$ cat config.mk
export PLATFORM = sky130hd
export DESIGN_NAME = lfsr32
export DESIGN_NICKNAME = d
export VERILOG_FILES = /design/src/rtl/lfsr32.sv
export SDC_FILE = /design/constraint.sdc
export NUM_CORES = 1
export LEC_CHECK = 0
export BUFFER_PORTS_ARGS = -buffer_cell sky130_fd_sc_hd__buf_2
export CAP_MARGIN = 30
export CORE_UTILIZATION = 45
export CTS_CLUSTER_DIAMETER = 30
export DETAILED_ROUTE_END_ITERATION = 6
export PLACE_DENSITY_LB_ADDON = 0.08
export SKIP_CTS_REPAIR_TIMING = 1
export SLEW_MARGIN = 30
export SYNTH_ARGS = -nofsm -noshare
export SYNTH_HDL_FRONTEND = slang
export SYNTH_SLANG_ARGS = --single-unit
$ cat constraint.sdc
create_clock -name clock -period 1.4 [get_ports clock]
set_clock_uncertainty 0.05 [all_clocks]
set_input_delay 0.14 -clock clock [delete_from_list [all_inputs] [get_ports clock]]
set_output_delay 0.14 -clock clock [all_outputs]
set_load 0.005 [all_outputs]
$ cat src/rtl/lfsr32.sv
// Free-running 32-bit Fibonacci LFSR (x^32+x^22+x^2+x+1) whose registered state is the output.
// Power-up, reset and recovery from the all-zero lock-up state all load the seed.
module lfsr32 #(
  parameter int          WIDTH = 32,
  parameter logic [31:0] TAPS  = 32'h8020_0003,
  parameter logic [31:0] SEED  = 32'h0000_0001
) (
  input  logic             clock,
  input  logic             reset,
  output logic [WIDTH-1:0] rnd
);

  // A zero seed would park the register in the lock-up state, so it is replaced by 1.
  localparam logic [WIDTH-1:0] safeseed = (SEED == '0) ? WIDTH'(1) : SEED;

  logic [WIDTH-1:0] state = safeseed;
  logic             fb;

  assign fb  = ^(state & TAPS);
  assign rnd = state;

  // Priority: reset, then the lock-up guard, then the normal shift.
  always_ff @(posedge clock) begin
    if (reset) begin
      state <= safeseed;
    end else if (state == '0) begin
      state <= safeseed;
    end else begin
      state <= {state[WIDTH-2:0], fb};
    end
  end

endmodule

* Yosys cells after proc, flatten, opt, wreduce, memory -nomap -nowiden
Index checks and enable logic that the tools add are counted.
** Operators by class
- Reductions and logical operators :: 3
** Operators with widths (number)
- $logic_not A32 Y1 :: 1
- $reduce_xor A32 Y1 :: 1
- $reduce_or A2 Y1 :: 1
** Word-level totals
- Register bits after elaboration :: 32
- Input bits :: 2
- Output and inout bits :: 32
- Logic and storage cells :: 4

* Logic depth before layout (Yosys ltp)
Gate-level depths: netlist of the first run.
- Word-level depth :: 2
- Gate-level depth with buffers :: 5

* Least setup slack after synthesis of the first run
Ideal clock, no wire load.
- Kind :: reg-to-reg
- Start point :: reg state[0], in the netlist rnd[0]
- End point :: reg state[0], in the netlist rnd[0]
- Data arrival time :: 1.117 ns
- Setup slack :: 0.114 ns
- Stages on the path, launching flop included :: 6
- Path buffers :: 0
- Clock period less this slack :: 1.286 ns
- Cells stage by stage :: dfxtp_1 > inv_1 > ha_1 > nor4b_2 > and4_1 > a211o_1
** On the way
- Longest elaborated chain between the ends :: 2
** Ends and longest elaborated chain
- from (decl) :: line 16 : logic [WIDTH-1:0] state = safeseed;
- from (signal assigned) :: line 25 : state <= safeseed;
- from (signal assigned) :: line 27 : state <= safeseed;
- from (signal assigned) :: line 29 : state <= {state[WIDTH-2:0], fb};
- $logic_not A32 Y1 :: line 26 : end else if (state == '0) begin
- $reduce_or A2 Y1 (no line)
Parallel ways exist; a longest one is shown, timed or not.
A chain may end at the register's enable or synchronous reset.

* Worst setup path in the final report of the first run
Ends and elaborated chain as after synthesis.

==> reports/metrics.yaml, run 1 <==
status:
  outcome: "finished clean"
worst_setup_path:
  r2r-end: "rnd[0]$_SDFF_PP1_"
  worstPathCellList: "inv_1 > ha_1 > nor4b_2 > and4_1 > a211o_1"
  crit_start: "rnd[0]$_SDFF_PP1_"
  reg2reg_depth: 5
  critPathArrivalTime_ns: 1.49
  end_kind: "register"
  rr_startpoint: "rnd[0]$_SDFF_PP1_"
  slowest_delay_ns: 0.33
  crit_path_top_delay_cell: "dfxtp_2"
  cp_max_fo: 3
  cp-endpoint: "rnd[0]$_SDFF_PP1_"
  crit_required_ns: 1.57
  start_kind: "register"
  r2r_setup_slack_ns: 0.08
  worstSetupPathType: "register to register"
clock_tree:
  clock-sinks: 32
  ctsRootBufferMaster: "clkbuf_4"
  cts_made_buffers: 5
  cts_tree: "done"
  clock_latency_ns: 0.32
  clk_pin_slew_ns: 0.10
  cts_max_level: 2
  clockBufferDepth: 2
grt:
  antenna_found_initial: 0
  grt_pass1_vias: 612
  grt_max_degree: 33
  grt_pass1_wl_um: 2810
  overflow: 0
  grt_use_total: 0.166
floorplanning:
  io_pins: 34
  die_w_um: 48.4
  start_util: 0.484
  die_area_um2: 2340
  die_h_um: 48.4
  fp-row-count: 16
  core-area_um2: 2000
pwr:
  peakVddDrop_mv: 0.671
  cellPowerDensity_nw_per_um2: 1360
  finalPower_mw: 1.66
  p_leak_nw: 0.589
detailed_routing:
  wl_um: 1700
  drc: 0
  wl_per_cell_um: 11.6
  ant_nets: 0
  via_count: 687
  drt_pass1_iterations: 2
  routed_via_density: 4.67
  first_iter_violations: 2
synth:
  ys_seq_area_frac: 0.661
  synth_top_area_frac: 0.661
  async_flop_share: 0
  yosys_warnings: 0
  yosys_most_used_dff: "dfxtp_1"
  synth_top_family_by_area: "simple AND/OR/NAND/NOR gates"
  synth_fp_nets: 85
  synth_area_leaders: "dfxtp_1 (66%), nor2b_1 (19%), nor4_1 (3.9%)"
  postSynthCellCount: 82
  ys_ff_latch: 32
  yosys.area_share.simple: 0.265
  yosys-mux-area-fraction: 0
  syn_area_per_cell_um2: 11.8
  synth_compound_area_frac: 0.0245
  yosysUniqueCellTypes: 12
  synth_enable_flop_cells: 0
  synth_top_area_cell: "dfxtp_1"
  synth_common_cells: "dfxtp_1 (32), nor2b_1 (29), nor4_1 (6)"
  synthXorXnorAreaFrac: 0.0181
  syn-cell-area_um2: 970
  synth_fa_ha_area_frac: 0.0129
  synth_most_common_cell: "dfxtp_1"
sta:
  slew_viol_final: 0
  hold_viol_final: 0
  layout_min_cycle_time_ns: 1.32
  setup_tns_ns: 0
  max_freq_ghz: 0.756
  setup_violations: 0
  period_share: 0.945
  slew_headroom: 0.652
  rsz0062_at_grt: "no"
  tightest_slew_ns: 0.522
placement:
  numPortBuffers: 33
  hpwl_um: 1230
  dp.cells: 139
  place.gp.congestion: 0.739
flow_run:
  max-cap-violations: 0
finish:
  diodes: 0
  final_cells: 147
  area_growth_pct: 25.8
  drive_above_1_share: 0.358
  largest_reg_flops: 32
  fin_nets: 122
worst_hold_path:
  hp-class: "primary input to register"
  hold_depth: 2
## layer usage
layer | vias up | part of all wire | global-route usage
met5 | - | 0 | 0
met4 | 0 | 0.022 | 0.103
met3 | 6 | 0.055 | 0.0629
met2 | 23 | 0.43 | 0.221
met1 | 312 | 0.49 | 0.224
li1 | 346 | - | -
## cells in the final DEF (no fill, tap or decap)
master and n:
a211oi_1 2, nor4b_2 1, clkbuf_4 5, dfxtp_2 1, and4_1 2, nor4_1 6, clkbuf_8 1, ha_1 1
inv_1 2, nor3_1 1, clkinv_2 2, dfxtp_1 31, xnor2_1 2, buf_2 33, nor2b_1 29, a211o_1 1
## critical path, delay by kind of cell (launching register included)
kind | cells | cell delay (ns)
AND/OR/NAND/NOR | 2 | 0.35
flip-flops | 1 | 0.33
AO/OA/AOI/OAI | 1 | 0.25
adder cells (fa/ha/maj) | 1 | 0.19
buffers and inverters | 1 | 0.05
## through the flow
stage	setup WS (ns)	hold WS [ns]	cell area, um^2	utilization
2_1_floorplan	0.114	0.162	970	-
3_3_place_gp	0.128	0.397	1160	0.578
3_5_place_dp	0.0763	0.411	1160	0.578
4_1_cts	0.0634	0.227	1220	0.609
5_1_grt	0.00688	0.246	1220	0.609
6_report	0.0770	0.227	1220	0.609
## final cells by class
cell class,count,area [um^2]
clock inverters,2,10.0
flip-flops and latches,32,642
fillers,195,782
inverters,2,7.51
multi-input cells,45,310
repair buffers,33,165
well taps,27,33.8
clock buffers,6,51.3
## worst min-delay path by stage
stage	startpoint	end
2_1_floorplan	reset	rnd[28]$_SDFF_PP0_
3_3_place_gp	rnd[0]$_SDFF_PP1_	rnd[1]$_SDFF_PP0_
3_5_place_dp	rnd[0]$_SDFF_PP1_	rnd[1]$_SDFF_PP0_
4_1_cts	reset	rnd[29]$_SDFF_PP0_
5_1_grt	reset	rnd[4]$_SDFF_PP0_
6_report	reset	rnd[25]$_SDFF_PP0_
## cell families (layout without fill, tap and decap cells)
group	after synthesis	after routing
xor+xnor	2	2
compound gates	3	3
simple gates	39	39
fa+ha+maj	1	1
flops	32	32
buf+inv	5	43
## power breakdown
| group | total (mW) | switching, mW | internal [mW] |
|---|---|---|---|
| Clock | 0.532 | 0.294 | 0.239 |
| Combinational | 0.159 | 0.0740 | 0.0849 |
| Sequential | 0.969 | 0.0199 | 0.949 |
Note: power is estimated with default switching activity, not from simulation.
==> run 2, diff against run 1 <==
--- a/config.mk
+++ b/config.mk
@@ -10,7 +10,8 @@
 export CORE_UTILIZATION = 45
 export CTS_CLUSTER_DIAMETER = 30
 export DETAILED_ROUTE_END_ITERATION = 6
-export PLACE_DENSITY_LB_ADDON = 0.08
+export PLACE_DENSITY = 0.73
+export REMOVE_ABC_BUFFERS = 1
 export SKIP_CTS_REPAIR_TIMING = 1
 export SLEW_MARGIN = 30
 export SYNTH_ARGS = -nofsm -noshare
==> reports/metrics.yaml, run 2 (same netlist as run 1, synthesis figures left out) <==
clock_tree:
  clock_latency_ns: 0.32
  ctsRootBufferMaster: "clkbuf_4"
  clk_pin_slew_ns: 0.09
  clock-sinks: 32
  clockBufferDepth: 2
  cts_max_level: 2
  cts_tree: "done"
  cts_made_buffers: 5
grt:
  overflow: 0
  grt_max_degree: 33
  grt_use_total: 0.173
  grt_pass1_vias: 639
  grt_pass1_wl_um: 2860
  antenna_found_initial: 0
detailed_routing:
  routed_via_density: 4.77
  ant_nets: 0
  wl_um: 1750
  drc: 0
  wl_per_cell_um: 12.0
  via_count: 697
  drt_pass1_iterations: 2
  first_iter_violations: 2
sta:
  hold_ws_ns: 0.235
  setup_violations: 0
  setup_tns_ns: 0
  max_freq_ghz: 0.756
  slew_headroom: 0.640
  layout_min_cycle_time_ns: 1.32
  tightest_slew_ns: 0.540
  slew_viol_final: 0
  period_share: 0.945
  hold_viol_final: 0
  rsz0062_at_grt: "no"
worst_setup_path:
  critPathArrivalTime_ns: 1.50
  end_kind: "register"
  worstSetupPathType: "register to register"
  crit_required_ns: 1.57
  start_kind: "register"
  cp_max_fo: 3
placement:
  dpl-instance-area_um2: 1160
  place.gp.congestion: 0.673
  hpwl_um: 1200
  numPortBuffers: 33
  dp.cells: 139
finish:
  drive_above_1_share: 0.345
  final_cells: 146
  fin_nets: 122
  layout_common_cells: "buf_2 (33), dfxtp_1 (32), nor2b_1 (29), nor4_1 (5), clkbuf_4 (5)"
  final_common_cell: "buf_2"
  fin_area_um2: 1210
  fillerInstances: 180
  diodes: 0
  post-route-util: 0.604
  area_growth_pct: 24.8
  largest_reg_flops: 32
pwr:
  sw_frac_of_total: 0.235
  p_seq_frac: 0.609
  p_leak_nw: 0.581
  cellPowerDensity_nw_per_um2: 1310
  peakVddDrop_mv: 0.765
  p_comb_frac: 0.100
  p_clk_frac: 0.291
  p_int_mw: 1.22
  p_sw_uw: 374
floorplanning:
  fp-row-count: 16
  die_area_um2: 2340
  io_pins: 34
  die_h_um: 48.4
  core-area_um2: 2000
  start_util: 0.484
  die_w_um: 48.4
flow_run:
  max-cap-violations: 0
status:
  outcome: "finished clean"
worst_hold_path:
  hp-class: "primary input to register"
[run 2: per-stage QoR]
stage / power, mW / worst slack, ns
after detailed placement: 1.15 / 0.0796
after global placement: 1.14 / 0.128
after CTS: 1.61 / 0.0683
after floorplan: 1.09 / 0.114
after global routing: 1.68 / 0.0221
final: 1.59 / 0.0765
[run 2: routing by layer]
metal	global-route usage	wire length [um]	up-vias
met5	0	0	-
met4	0.0882	40	0
met3	0.0943	124	5
met2	0.246	790	24
met1	0.209	797	325
li1	-	-	343
[run 2: cell type report]
type | count | area, um^2 | share of cell area
Multi-Input combinational cell | 45 | 317 | 0.262
Tap cell | 27 | 33.8 | 0.0279
Clock inverter | 1 | 5.00 | 0.00414
Sequential cell | 32 | 641 | 0.529
Inverter | 2 | 7.51 | 0.00620
Clock buffer | 6 | 41.3 | 0.0341
Timing Repair Buffer | 33 | 165 | 0.137
[run 2: worst paths after layout]
kind / startpoint / endpoint / slack, ns / cells after the start
setup / recovery: rnd[0]$_SDFF_PP1_ / rnd[0]$_SDFF_PP1_ / 0.08 / 5
hold / removal: reset / rnd[28]$_SDFF_PP0_ / 0.23 / 2
setup reg to reg: rnd[0]$_SDFF_PP1_ / rnd[0]$_SDFF_PP1_ / 0.08 / 5
hold reg to reg: rnd[18]$_SDFF_PP0_ / rnd[19]$_SDFF_PP0_ / 0.42 / 1
[run 2: power groups by stage]
stage                     Sequential [mW]  Combinational, mW  Clock (mW)
final                               0.968              0.159       0.463
after detailed placement            0.990              0.162           0
after CTS                           0.969              0.163       0.483
after global routing                0.972              0.180       0.532
after global placement              0.988              0.153           0
after floorplan                     0.993             0.0928           0
[run 2: worst max-delay path, cell delays in order, from the launching register on]
cell     delay, ns
dfxtp_1       0.33
inv_1         0.06
ha_1          0.18
nor4b_2       0.15
and4_1        0.20
a211o_1       0.26
